$ cat src/rtl/vx_perf_memsys_collector_if.sv
// ----------------------------------------------------------------------------
// vx_perf_memsys_if
// Memory-system performance counter bundle shared between the collector
// (producer, master modport) and the CSR unit (consumer, slave modport).
//
// Parameters:
//   CTR_BITS : width of every counter, defaults to `PERF_CTR_BITS (44).
//
// Signals (all CTR_BITS wide, driven by the master):
//   icache_reads, icache_read_misses,
//   dcache_reads, dcache_writes, dcache_read_misses, dcache_write_misses,
//   dcache_bank_stalls, dcache_mshr_stalls, dup_reqs,
//   smem_reads, smem_writes, smem_bank_stalls,
//   mem_reads, mem_writes, mem_latency
// ----------------------------------------------------------------------------
`ifndef PERF_CTR_BITS
`define PERF_CTR_BITS 44
`endif

interface vx_perf_memsys_if #(
  parameter int CTR_BITS = `PERF_CTR_BITS
) ();
  logic [CTR_BITS-1:0] icache_reads;
  logic [CTR_BITS-1:0] icache_read_misses;
  logic [CTR_BITS-1:0] dcache_reads;
  logic [CTR_BITS-1:0] dcache_writes;
  logic [CTR_BITS-1:0] dcache_read_misses;
  logic [CTR_BITS-1:0] dcache_write_misses;
  logic [CTR_BITS-1:0] dcache_bank_stalls;
  logic [CTR_BITS-1:0] dcache_mshr_stalls;
  logic [CTR_BITS-1:0] dup_reqs;
  logic [CTR_BITS-1:0] smem_reads;
  logic [CTR_BITS-1:0] smem_writes;
  logic [CTR_BITS-1:0] smem_bank_stalls;
  logic [CTR_BITS-1:0] mem_reads;
  logic [CTR_BITS-1:0] mem_writes;
  logic [CTR_BITS-1:0] mem_latency;

  modport master (
    output icache_reads, icache_read_misses,
    output dcache_reads, dcache_writes, dcache_read_misses, dcache_write_misses,
    output dcache_bank_stalls, dcache_mshr_stalls, dup_reqs,
    output smem_reads, smem_writes, smem_bank_stalls,
    output mem_reads, mem_writes, mem_latency
  );

  modport slave (
    input icache_reads, icache_read_misses,
    input dcache_reads, dcache_writes, dcache_read_misses, dcache_write_misses,
    input dcache_bank_stalls, dcache_mshr_stalls, dup_reqs,
    input smem_reads, smem_writes, smem_bank_stalls,
    input mem_reads, mem_writes, mem_latency
  );
endinterface

$ cat src/rtl/vx_perf_memsys_collector.sv
// ----------------------------------------------------------------------------
// vx_perf_memsys_collector
// Accumulates per-cycle memory-system event strobes (icache, dcache, shared
// memory, external memory port) into fifteen registered counters presented
// on the master modport of vx_perf_memsys_if.
//
// Optional feature macro: PERF_MEMSYS_SATURATE_EN
//   defined   -> every counter saturates at all-ones until clear/reset
//   undefined -> every counter wraps modulo 2^CTR_BITS
//
// Ports:
//   clk, reset_n (sync, active low), clear (sync counter clear)
//   icache_rd_fire, icache_rd_miss          : 1-bit icache strobes
//   dcache_rd_fire, dcache_wr_fire, dup_req : NUM_REQS per-lane strobes
//   dcache_rd_miss, dcache_wr_miss,
//   dcache_bank_stall, dcache_mshr_stall    : NUM_BANKS per-bank strobes
//   smem_rd_fire, smem_wr_fire,
//   smem_bank_stall                         : NUM_REQS per-lane strobes
//   mem_req_fire, mem_req_rw, mem_rsp_fire  : external memory port
//   perf_memsys_if                          : counter outputs (master)
//
// mem_latency adds the number of outstanding external reads every cycle, so
// mem_latency / mem_reads is the average read latency. Keep CTR_BITS wider
// than $clog2(MAX_PENDING+1) so the per-cycle latency increment fits.
// ----------------------------------------------------------------------------
`ifndef PERF_CTR_BITS
`define PERF_CTR_BITS 44
`endif

module vx_perf_memsys_collector_chk #(
  parameter int MAX_PENDING = 64,
  parameter int OUT_W       = 7
) (
  input logic             clk,
  input logic             reset_n,
  input logic             clear,
  input logic             rd_req,
  input logic             rsp,
  input logic [OUT_W-1:0] outstanding
);
  // Flags tracker misuse: responses with nothing pending, reads beyond capacity.
  always @(posedge clk) begin
    if (reset_n && !clear) begin
      assert (!(rsp && !rd_req && (outstanding == '0)))
        else $warning("perf_memsys: read response with no outstanding read, ignored");
      assert (!(rd_req && !rsp && (outstanding == OUT_W'(MAX_PENDING))))
        else $warning("perf_memsys: outstanding reads at capacity, request not tracked");
    end
  end
endmodule

module vx_perf_memsys_collector #(
  parameter int NUM_REQS    = 4,
  parameter int NUM_BANKS   = 4,
  parameter int MAX_PENDING = 64,
  parameter int CTR_BITS    = `PERF_CTR_BITS
) (
  input  logic                 clk,
  input  logic                 reset_n,
  input  logic                 clear,
  input  logic                 icache_rd_fire,
  input  logic                 icache_rd_miss,
  input  logic [NUM_REQS-1:0]  dcache_rd_fire,
  input  logic [NUM_REQS-1:0]  dcache_wr_fire,
  input  logic [NUM_BANKS-1:0] dcache_rd_miss,
  input  logic [NUM_BANKS-1:0] dcache_wr_miss,
  input  logic [NUM_BANKS-1:0] dcache_bank_stall,
  input  logic [NUM_BANKS-1:0] dcache_mshr_stall,
  input  logic [NUM_REQS-1:0]  dup_req,
  input  logic [NUM_REQS-1:0]  smem_rd_fire,
  input  logic [NUM_REQS-1:0]  smem_wr_fire,
  input  logic [NUM_REQS-1:0]  smem_bank_stall,
  input  logic                 mem_req_fire,
  input  logic                 mem_req_rw,
  input  logic                 mem_rsp_fire,
  vx_perf_memsys_if.master     perf_memsys_if
);
  localparam int OUT_W    = $clog2(MAX_PENDING + 1);
  localparam int NUM_CTRS = 15;
  localparam logic [OUT_W-1:0] OUT_MAX = OUT_W'(MAX_PENDING);
  localparam logic [OUT_W-1:0] OUT_ONE = OUT_W'(1);

  localparam int C_ICACHE_RD    = 0;
  localparam int C_ICACHE_MISS  = 1;
  localparam int C_DCACHE_RD    = 2;
  localparam int C_DCACHE_WR    = 3;
  localparam int C_DCACHE_RMISS = 4;
  localparam int C_DCACHE_WMISS = 5;
  localparam int C_DCACHE_BANK  = 6;
  localparam int C_DCACHE_MSHR  = 7;
  localparam int C_DUP          = 8;
  localparam int C_SMEM_RD      = 9;
  localparam int C_SMEM_WR      = 10;
  localparam int C_SMEM_BANK    = 11;
  localparam int C_MEM_RD       = 12;
  localparam int C_MEM_WR       = 13;
  localparam int C_MEM_LAT      = 14;

  typedef logic [CTR_BITS-1:0] ctr_t;

  function automatic ctr_t popcnt_req(input logic [NUM_REQS-1:0] v);
    ctr_t n;
    n = '0;
    for (int i = 0; i < NUM_REQS; i++) begin
      n = n + ctr_t'(v[i]);
    end
    return n;
  endfunction

  function automatic ctr_t popcnt_bank(input logic [NUM_BANKS-1:0] v);
    ctr_t n;
    n = '0;
    for (int i = 0; i < NUM_BANKS; i++) begin
      n = n + ctr_t'(v[i]);
    end
    return n;
  endfunction

  function automatic ctr_t ctr_add(input ctr_t a, input ctr_t b);
`ifdef PERF_MEMSYS_SATURATE_EN
    logic [CTR_BITS:0] sum;
    sum = {1'b0, a} + {1'b0, b};
    return sum[CTR_BITS] ? {CTR_BITS{1'b1}} : sum[CTR_BITS-1:0];
`else
    return a + b;
`endif
  endfunction

  ctr_t             ctr_r     [NUM_CTRS];
  ctr_t             inc_s     [NUM_CTRS];
  ctr_t             ctr_nxt_s [NUM_CTRS];
  logic [OUT_W-1:0] outstanding_r;
  logic [OUT_W-1:0] outstanding_nxt_s;
  logic             rd_req_s;
  logic             wr_req_s;

  assign rd_req_s = mem_req_fire & ~mem_req_rw;
  assign wr_req_s = mem_req_fire &  mem_req_rw;

  // Per-cycle increment of every counter and the resulting next value.
  always_comb begin
    inc_s[C_ICACHE_RD]    = ctr_t'(icache_rd_fire);
    inc_s[C_ICACHE_MISS]  = ctr_t'(icache_rd_miss);
    inc_s[C_DCACHE_RD]    = popcnt_req(dcache_rd_fire);
    inc_s[C_DCACHE_WR]    = popcnt_req(dcache_wr_fire);
    inc_s[C_DCACHE_RMISS] = popcnt_bank(dcache_rd_miss);
    inc_s[C_DCACHE_WMISS] = popcnt_bank(dcache_wr_miss);
    inc_s[C_DCACHE_BANK]  = popcnt_bank(dcache_bank_stall);
    inc_s[C_DCACHE_MSHR]  = popcnt_bank(dcache_mshr_stall);
    inc_s[C_DUP]          = popcnt_req(dup_req);
    inc_s[C_SMEM_RD]      = popcnt_req(smem_rd_fire);
    inc_s[C_SMEM_WR]      = popcnt_req(smem_wr_fire);
    inc_s[C_SMEM_BANK]    = popcnt_req(smem_bank_stall);
    inc_s[C_MEM_RD]       = ctr_t'(rd_req_s);
    inc_s[C_MEM_WR]       = ctr_t'(wr_req_s);
    // Latency accumulates the pre-update outstanding count.
    inc_s[C_MEM_LAT]      = ctr_t'(outstanding_r);
    for (int i = 0; i < NUM_CTRS; i++) begin
      ctr_nxt_s[i] = ctr_add(ctr_r[i], inc_s[i]);
    end
  end

  // Outstanding read tracker: saturates at MAX_PENDING, never underflows.
  always_comb begin
    outstanding_nxt_s = outstanding_r;
    case ({rd_req_s, mem_rsp_fire})
      2'b10: begin
        if (outstanding_r != OUT_MAX) begin
          outstanding_nxt_s = outstanding_r + OUT_ONE;
        end else begin
          outstanding_nxt_s = outstanding_r;
        end
      end
      2'b01: begin
        if (outstanding_r != '0) begin
          outstanding_nxt_s = outstanding_r - OUT_ONE;
        end else begin
          outstanding_nxt_s = outstanding_r;
        end
      end
      default: outstanding_nxt_s = outstanding_r;
    endcase
  end

  // Counter and tracker state; reset and clear both drop the cycle's events.
  always_ff @(posedge clk) begin
    if (!reset_n || clear) begin
      for (int i = 0; i < NUM_CTRS; i++) begin
        ctr_r[i] <= '0;
      end
      outstanding_r <= '0;
    end else begin
      for (int i = 0; i < NUM_CTRS; i++) begin
        ctr_r[i] <= ctr_nxt_s[i];
      end
      outstanding_r <= outstanding_nxt_s;
    end
  end

  assign perf_memsys_if.icache_reads        = ctr_r[C_ICACHE_RD];
  assign perf_memsys_if.icache_read_misses  = ctr_r[C_ICACHE_MISS];
  assign perf_memsys_if.dcache_reads        = ctr_r[C_DCACHE_RD];
  assign perf_memsys_if.dcache_writes       = ctr_r[C_DCACHE_WR];
  assign perf_memsys_if.dcache_read_misses  = ctr_r[C_DCACHE_RMISS];
  assign perf_memsys_if.dcache_write_misses = ctr_r[C_DCACHE_WMISS];
  assign perf_memsys_if.dcache_bank_stalls  = ctr_r[C_DCACHE_BANK];
  assign perf_memsys_if.dcache_mshr_stalls  = ctr_r[C_DCACHE_MSHR];
  assign perf_memsys_if.dup_reqs            = ctr_r[C_DUP];
  assign perf_memsys_if.smem_reads          = ctr_r[C_SMEM_RD];
  assign perf_memsys_if.smem_writes         = ctr_r[C_SMEM_WR];
  assign perf_memsys_if.smem_bank_stalls    = ctr_r[C_SMEM_BANK];
  assign perf_memsys_if.mem_reads           = ctr_r[C_MEM_RD];
  assign perf_memsys_if.mem_writes          = ctr_r[C_MEM_WR];
  assign perf_memsys_if.mem_latency         = ctr_r[C_MEM_LAT];

  vx_perf_memsys_collector_chk #(
    .MAX_PENDING (MAX_PENDING),
    .OUT_W       (OUT_W)
  ) u_chk (
    .clk         (clk),
    .reset_n     (reset_n),
    .clear       (clear),
    .rd_req      (rd_req_s),
    .rsp         (mem_rsp_fire),
    .outstanding (outstanding_r)
  );
endmodule

$ cat src/flat_wrapper.sv
// flat-port wrapper written by rule: the top's interface ports become plain ports
module vx_perf_memsys_collector_flat 
#(
  parameter int NUM_REQS    = 4,
  parameter int NUM_BANKS   = 4,
  parameter int MAX_PENDING = 64,
  parameter int CTR_BITS    = `PERF_CTR_BITS
)
  (clk, reset_n, clear, icache_rd_fire, icache_rd_miss, dcache_rd_fire, dcache_wr_fire, dcache_rd_miss, dcache_wr_miss, dcache_bank_stall, dcache_mshr_stall, dup_req, smem_rd_fire, smem_wr_fire, smem_bank_stall, mem_req_fire, mem_req_rw, mem_rsp_fire, perf_memsys_if_icache_reads, perf_memsys_if_icache_read_misses, perf_memsys_if_dcache_reads, perf_memsys_if_dcache_writes, perf_memsys_if_dcache_read_misses, perf_memsys_if_dcache_write_misses, perf_memsys_if_dcache_bank_stalls, perf_memsys_if_dcache_mshr_stalls, perf_memsys_if_dup_reqs, perf_memsys_if_smem_reads, perf_memsys_if_smem_writes, perf_memsys_if_smem_bank_stalls, perf_memsys_if_mem_reads, perf_memsys_if_mem_writes, perf_memsys_if_mem_latency);
  vx_perf_memsys_if #(.CTR_BITS(CTR_BITS)) perf_memsys_if_i ();
  input  logic clk;
  input  logic reset_n;
  input  logic clear;
  input  logic icache_rd_fire;
  input  logic icache_rd_miss;
  input  logic [NUM_REQS-1:0] dcache_rd_fire;
  input  logic [NUM_REQS-1:0] dcache_wr_fire;
  input  logic [NUM_BANKS-1:0] dcache_rd_miss;
  input  logic [NUM_BANKS-1:0] dcache_wr_miss;
  input  logic [NUM_BANKS-1:0] dcache_bank_stall;
  input  logic [NUM_BANKS-1:0] dcache_mshr_stall;
  input  logic [NUM_REQS-1:0] dup_req;
  input  logic [NUM_REQS-1:0] smem_rd_fire;
  input  logic [NUM_REQS-1:0] smem_wr_fire;
  input  logic [NUM_REQS-1:0] smem_bank_stall;
  input  logic mem_req_fire;
  input  logic mem_req_rw;
  input  logic mem_rsp_fire;
  output wire logic [$bits(perf_memsys_if_i.icache_reads)-1:0] perf_memsys_if_icache_reads;
  output wire logic [$bits(perf_memsys_if_i.icache_read_misses)-1:0] perf_memsys_if_icache_read_misses;
  output wire logic [$bits(perf_memsys_if_i.dcache_reads)-1:0] perf_memsys_if_dcache_reads;
  output wire logic [$bits(perf_memsys_if_i.dcache_writes)-1:0] perf_memsys_if_dcache_writes;
  output wire logic [$bits(perf_memsys_if_i.dcache_read_misses)-1:0] perf_memsys_if_dcache_read_misses;
  output wire logic [$bits(perf_memsys_if_i.dcache_write_misses)-1:0] perf_memsys_if_dcache_write_misses;
  output wire logic [$bits(perf_memsys_if_i.dcache_bank_stalls)-1:0] perf_memsys_if_dcache_bank_stalls;
  output wire logic [$bits(perf_memsys_if_i.dcache_mshr_stalls)-1:0] perf_memsys_if_dcache_mshr_stalls;
  output wire logic [$bits(perf_memsys_if_i.dup_reqs)-1:0] perf_memsys_if_dup_reqs;
  output wire logic [$bits(perf_memsys_if_i.smem_reads)-1:0] perf_memsys_if_smem_reads;
  output wire logic [$bits(perf_memsys_if_i.smem_writes)-1:0] perf_memsys_if_smem_writes;
  output wire logic [$bits(perf_memsys_if_i.smem_bank_stalls)-1:0] perf_memsys_if_smem_bank_stalls;
  output wire logic [$bits(perf_memsys_if_i.mem_reads)-1:0] perf_memsys_if_mem_reads;
  output wire logic [$bits(perf_memsys_if_i.mem_writes)-1:0] perf_memsys_if_mem_writes;
  output wire logic [$bits(perf_memsys_if_i.mem_latency)-1:0] perf_memsys_if_mem_latency;
  assign perf_memsys_if_icache_reads = perf_memsys_if_i.icache_reads;
  assign perf_memsys_if_icache_read_misses = perf_memsys_if_i.icache_read_misses;
  assign perf_memsys_if_dcache_reads = perf_memsys_if_i.dcache_reads;
  assign perf_memsys_if_dcache_writes = perf_memsys_if_i.dcache_writes;
  assign perf_memsys_if_dcache_read_misses = perf_memsys_if_i.dcache_read_misses;
  assign perf_memsys_if_dcache_write_misses = perf_memsys_if_i.dcache_write_misses;
  assign perf_memsys_if_dcache_bank_stalls = perf_memsys_if_i.dcache_bank_stalls;
  assign perf_memsys_if_dcache_mshr_stalls = perf_memsys_if_i.dcache_mshr_stalls;
  assign perf_memsys_if_dup_reqs = perf_memsys_if_i.dup_reqs;
  assign perf_memsys_if_smem_reads = perf_memsys_if_i.smem_reads;
  assign perf_memsys_if_smem_writes = perf_memsys_if_i.smem_writes;
  assign perf_memsys_if_smem_bank_stalls = perf_memsys_if_i.smem_bank_stalls;
  assign perf_memsys_if_mem_reads = perf_memsys_if_i.mem_reads;
  assign perf_memsys_if_mem_writes = perf_memsys_if_i.mem_writes;
  assign perf_memsys_if_mem_latency = perf_memsys_if_i.mem_latency;
  vx_perf_memsys_collector #(.NUM_REQS(NUM_REQS), .NUM_BANKS(NUM_BANKS), .MAX_PENDING(MAX_PENDING), .CTR_BITS(CTR_BITS)) u_core (.clk(clk), .reset_n(reset_n), .clear(clear), .icache_rd_fire(icache_rd_fire), .icache_rd_miss(icache_rd_miss), .dcache_rd_fire(dcache_rd_fire), .dcache_wr_fire(dcache_wr_fire), .dcache_rd_miss(dcache_rd_miss), .dcache_wr_miss(dcache_wr_miss), .dcache_bank_stall(dcache_bank_stall), .dcache_mshr_stall(dcache_mshr_stall), .dup_req(dup_req), .smem_rd_fire(smem_rd_fire), .smem_wr_fire(smem_wr_fire), .smem_bank_stall(smem_bank_stall), .mem_req_fire(mem_req_fire), .mem_req_rw(mem_req_rw), .mem_rsp_fire(mem_rsp_fire), .perf_memsys_if(perf_memsys_if_i));
endmodule
$ cat config.mk
export PLATFORM = sky130hd
export DESIGN_NAME = vx_perf_memsys_collector_flat
export DESIGN_NICKNAME = d
export VERILOG_FILES = /design/src/rtl/vx_perf_memsys_collector_if.sv /design/src/rtl/vx_perf_memsys_collector.sv /design/src/flat_wrapper.sv
export SDC_FILE = /design/constraint.sdc
export NUM_CORES = 1
export LEC_CHECK = 0
export CORE_AREA = 2 2 278 280
export DETAILED_ROUTE_END_ITERATION = 6
export DIE_AREA = 0 0 280 282
export PLACE_DENSITY = 0.69
export SYNTH_ARGS = -nofsm -noshare
export SYNTH_HDL_FRONTEND = slang
export SYNTH_SLANG_ARGS = --single-unit
$ cat constraint.sdc
create_clock -name clk -period 3.9 [get_ports clk]
set_input_delay 0.78 -clock clk [delete_from_list [all_inputs] [get_ports clk]]
set_output_delay 0.78 -clock clk [all_outputs]
set_load 0.005 [all_outputs]
==> summary by stage, run 1 <==
Yosys
Of the synthesized area, sequential elements account for 0.443. The number of nets produced by synthesis is 3632. The xor-xnor portion of the synthesized cell area is 0.160. The proportion of register bits with asynchronous set or reset after synthesis is 0.

After synthesis the cells add up to 30100 µm². The count of yosys warnings during synthesis is 0. The mean post-synth cell area is 8.63 µm². The post-synthesis cell type count is 57. The share of cell area taken by muxes after synthesis is 0.00166. The synthesized-area fraction occupied by and/or/nand/nor cells is 0.279. The adder-cell share of the synthesized area is 0.0437. The most frequently used flop master after synthesis is sky130_fd_sc_hd__dfxtp_1. The number of flops mapped to enable cells by yosys is 0. The compound-gate portion of the synthesized area came to 0.0420.

After synthesis, the largest family of logic cells by area is simple AND/OR/NAND/NOR gates. The synthesized design contains 667 register bits. Synthesis produced 3492 cells.

Die
The die area is 79000 µm². The initial cell density of the core is 0.398. From left edge to right edge, the die measures 280 µm. The floorplan has 101 rows. 708 I/O pins were placed. The core region is 75700 µm². The die is 282 µm tall.

Timing
The maximum clock skew at final layout is 26.3 ps. Setup slack closes at 381 ps. Setup violations remaining at the end of the flow were counted as 0. The number of max-slew violations in the final report is 0.

The routed design could run at a clock period as short as 3520 ps. The maximum clock frequency is 284 MHz. The relative slew slack is 0.294. Summed over all failing endpoints, the final setup total negative slack is 0 ps. The number of hold violations in the final report is 0. Hold is met by 496 ps. Setup repair after global routing left no endpoint under its margin.

For the pin with the worst max-slew slack, the measured transition is 1050 ps. In the finished design, the share of the clock period the worst path needs comes to 0.902.

Clock tree
The clock slew at the register clock pins of the worst setup and hold paths is 60 ps. CTS saw 667 sinks. The clock latency at the later pin of the worst-skew pair is 620 ps. CTS placed an instance of sky130_fd_sc_hd__clkbuf_16 at the clock tree root. The number of buffers between clock root and the deepest sink is 3.

The count of H-tree levels built during CTS is 3. In this run the post-CTS setup repair buffer count came out at 0. The count of hold buffers inserted by post-cts repair is 0.

The number of clock buffers added by TritonCTS is 75. The post-cts sizing count is 0. TritonCTS built the clock tree.

Critical path
The worst setup path is captured at a flop. The slowest stage cell on the critical path is sky130_fd_sc_hd__fa_1. For this run, the slowest stage of the critical path takes 410 ps. Walking the worst path, the cells encountered are clkdlybuf4s50_1 -> ha_1 -> inv_1 -> fa_1 -> inv_1 -> ha_1 -> inv_1 -> fa_1 -> nand2b_1 -> a211oi_1 -> buf_4 -> nand2_1 -> buf_12 -> nor4_1 -> xnor2_1 -> nor2_1. In this run the register-to-register setup slack is 870 ps.

The critical path is of the primary input to flop type. The worst-path maximum fanout is 14. The worst endpoint data arrival time is 4010 ps.

Counting stages on the worst path, the most repeated cell is sky130_fd_sc_hd__inv_1. The required time of the worst setup path is 4390 ps. The launching element type of the critical path is a primary input.

GRT
The global routing usage on met3 is 0.0639. The total global routing overflow is 0. The maximum number of pins on one net before global-route repair is 133. The via count of the first global-routing pass was 25100. The met1 routing resource usage after global routing is 0.259.

The global-route usage over all layers is 0.224. The first global-routing pass estimated 141000 µm of wire. The initial antenna violation count came to 2.

In this run the most used layer during global routing was met2. The global-route met2 utilization is 0.379.

Hold path
The path type of the worst min-delay path is flop to flop.

Final layout
The post-layout net count is 4387. Relative to the synthesized area, the layout overhead comes to 37.0%. The multi-input logic area is 15900 µm².

The area used by sequential logic in the layout is 13400 µm². The number of cells in the finished layout apart from fillers is 5286. The core occupancy in the finished layout is 0.545. The post-route cell area is 41300 µm². The number of fill cells is 6897. Of the cells placed in the final design, the portion with a size suffix greater than 1 is 0.0513.

Outcome
The flow ran to the end, and the final reports show no timing, DRC or antenna violations.

Route
In the routed layout, each cell is associated on average with a via count of 5.08. The via count is 26900. The first detailed-routing pass took 5 iterations.

The count of nets left with antenna violations once routing finished came out at 0. The number of violations reported at the end of detailed-routing iteration 0 is 1300. The aggregate routed wire length is 92100 µm. After detailed routing, the average wire length per cell comes to 17.4 µm.

In the routed design, unresolved DRC markers number 0.

Placement
The half-perimeter wire length after placement is 69500 µm. At the end of routability-driven placement, the weighted congestion stood at 0.900. After detailed placement, the design holds a cell count of 5148.

Port buffering added 707 buffers. Before CTS, the worst setup slack after placement is -251 ps. The total cell area at the placement stage is 38800 µm².

Power and ir drop
The maximum VDD drop is 0.276 mV. Dividing total power by cell area gives a power density of 358 nW/µm². The leakage power summed over all cells is 14.0 nW.

The overall power of the completed layout is 14.8 mW.

Job
The number of violations of the max-capacitance limit is 0.
[area by class of cell]
type / instances / share of cell area
Sequential cell: 667 / 0.323
Antenna cell: 1 / 0.0000606
Clock buffer: 115 / 0.0547
Timing Repair Buffer: 792 / 0.190
Inverter: 130 / 0.0118
Tap cell: 978 / 0.0296
Multi-Input combinational cell: 2581 / 0.385
Clock inverter: 22 / 0.00618
[critical path, delay by kind of cell]
| kind | cells | cell delay, ps |
|---|---|---|
| AOI/OAI and AO/OA | 1 | 290 |
| xor gates and xnor gates | 1 | 160 |
| adders and majority gates | 4 | 1250 |
| buffers and inverters | 6 | 960 |
| and+or+nand+nor | 4 | 550 |
[metal layers]
metal	part of all wire	routed length (µm)	vias up
met2	0.48	44100	677
li1	-	-	13300
met4	0.048	4390	0
met3	0.071	6530	203
met1	0.40	37100	12600
met5	0	0	-
[synthesized netlist by cell type (4+ instances only)]
cell type                  number  area share
sky130_fd_sc_hd__or3_1         84       0.017
sky130_fd_sc_hd__nor2b_1       19      0.0039
sky130_fd_sc_hd__nand3_1      201       0.033
sky130_fd_sc_hd__mux2i_1        5      0.0017
sky130_fd_sc_hd__nor3b_1        5      0.0012
sky130_fd_sc_hd__buf_1          8      0.0010
sky130_fd_sc_hd__nor3_1       118       0.020
sky130_fd_sc_hd__nor2_1       626       0.078
sky130_fd_sc_hd__xor2_1       290       0.084
sky130_fd_sc_hd__and2_1        50       0.010
sky130_fd_sc_hd__nor4_1        61       0.013
sky130_fd_sc_hd__nand2_1      226       0.028
sky130_fd_sc_hd__xnor2_1      259       0.075
sky130_fd_sc_hd__a211oi_1       6      0.0015
sky130_fd_sc_hd__o21ai_0       83       0.014
sky130_fd_sc_hd__nand2b_1       4     0.00083
sky130_fd_sc_hd__and3_1        86       0.018
sky130_fd_sc_hd__nor4b_1        5      0.0015
sky130_fd_sc_hd__o21a_1         6      0.0015
sky130_fd_sc_hd__or4_1          6      0.0015
sky130_fd_sc_hd__or2_2          5      0.0010
sky130_fd_sc_hd__a21oi_1      100       0.017
sky130_fd_sc_hd__inv_1        130       0.016
sky130_fd_sc_hd__ha_1          70       0.029
sky130_fd_sc_hd__nand4_1      134       0.028
sky130_fd_sc_hd__clkbuf_1     104       0.013
sky130_fd_sc_hd__and4_1        58       0.017
sky130_fd_sc_hd__a21o_1        19      0.0047
sky130_fd_sc_hd__dfxtp_1      667        0.44
sky130_fd_sc_hd__fa_1          22       0.015
[cell families after synthesis]
group                      after synthesis
AOI/OAI and AO/OA                      229
xor gates and xnor gates               549
adders and majority gates               92
buffers and inverters                  244
DFF                                    667
muxes                                    5
and+or+nand+nor                       1706
[power by group]
part | internal [mW] | leakage, nW | switching, mW | total, mW
clock network | 4.27 | 1.25 | 2.92 | 7.19
logic | 0.329 | 7.39 | 0.385 | 0.714
registers | 6.86 | 5.37 | 0.0325 | 6.89
total | 11.5 | 14.0 | 3.33 | 14.8
[flip-flops by register name, indices dropped and copies added, names as in the netlist]
signal,cells
u_core.outstanding_r,7
u_core.ctr_r,660
[placed cells by master (no fill, tap or decap), types with 77 or more instances in the layout]
| cell | synthesis | final |
|---|---|---|
| sky130_fd_sc_hd__nor2_1 | 626 | 626 |
| sky130_fd_sc_hd__nand2_1 | 226 | 226 |
| sky130_fd_sc_hd__xnor2_1 | 259 | 259 |
| sky130_fd_sc_hd__clkbuf_16 | 0 | 77 |
| sky130_fd_sc_hd__or3_1 | 84 | 84 |
| sky130_fd_sc_hd__nor3_1 | 118 | 117 |
| sky130_fd_sc_hd__clkdlybuf4s50_1 | 0 | 707 |
| sky130_fd_sc_hd__xor2_1 | 290 | 290 |
| sky130_fd_sc_hd__o21ai_0 | 83 | 83 |
| sky130_fd_sc_hd__inv_1 | 130 | 130 |
| sky130_fd_sc_hd__a21oi_1 | 100 | 100 |
| sky130_fd_sc_hd__dfxtp_1 | 667 | 667 |
| sky130_fd_sc_hd__and3_1 | 86 | 86 |
| sky130_fd_sc_hd__nand3_1 | 201 | 201 |
| sky130_fd_sc_hd__nand4_1 | 134 | 134 |
[path summary, 6_finish.rpt]
check | start | endpoint | depth (start not counted)
max | dcache_wr_miss[0] | u_core.ctr_r[0][260] | 16
min | u_core.ctr_r[0][87] | u_core.ctr_r[0][87] | 2
max reg2reg | u_core.ctr_r[0][220] | u_core.ctr_r[0][260] | 14
min reg2reg | u_core.ctr_r[0][87] | u_core.ctr_r[0][87] | 2
No activity file was read; power rests on OpenSTA's default activity.
==> run 2, diff against run 1 <==
Settings changed: CAP_MARGIN from default to 20.
==> results of run 2 <==
Final layout, timing and power as in run 1 (identical DEF).
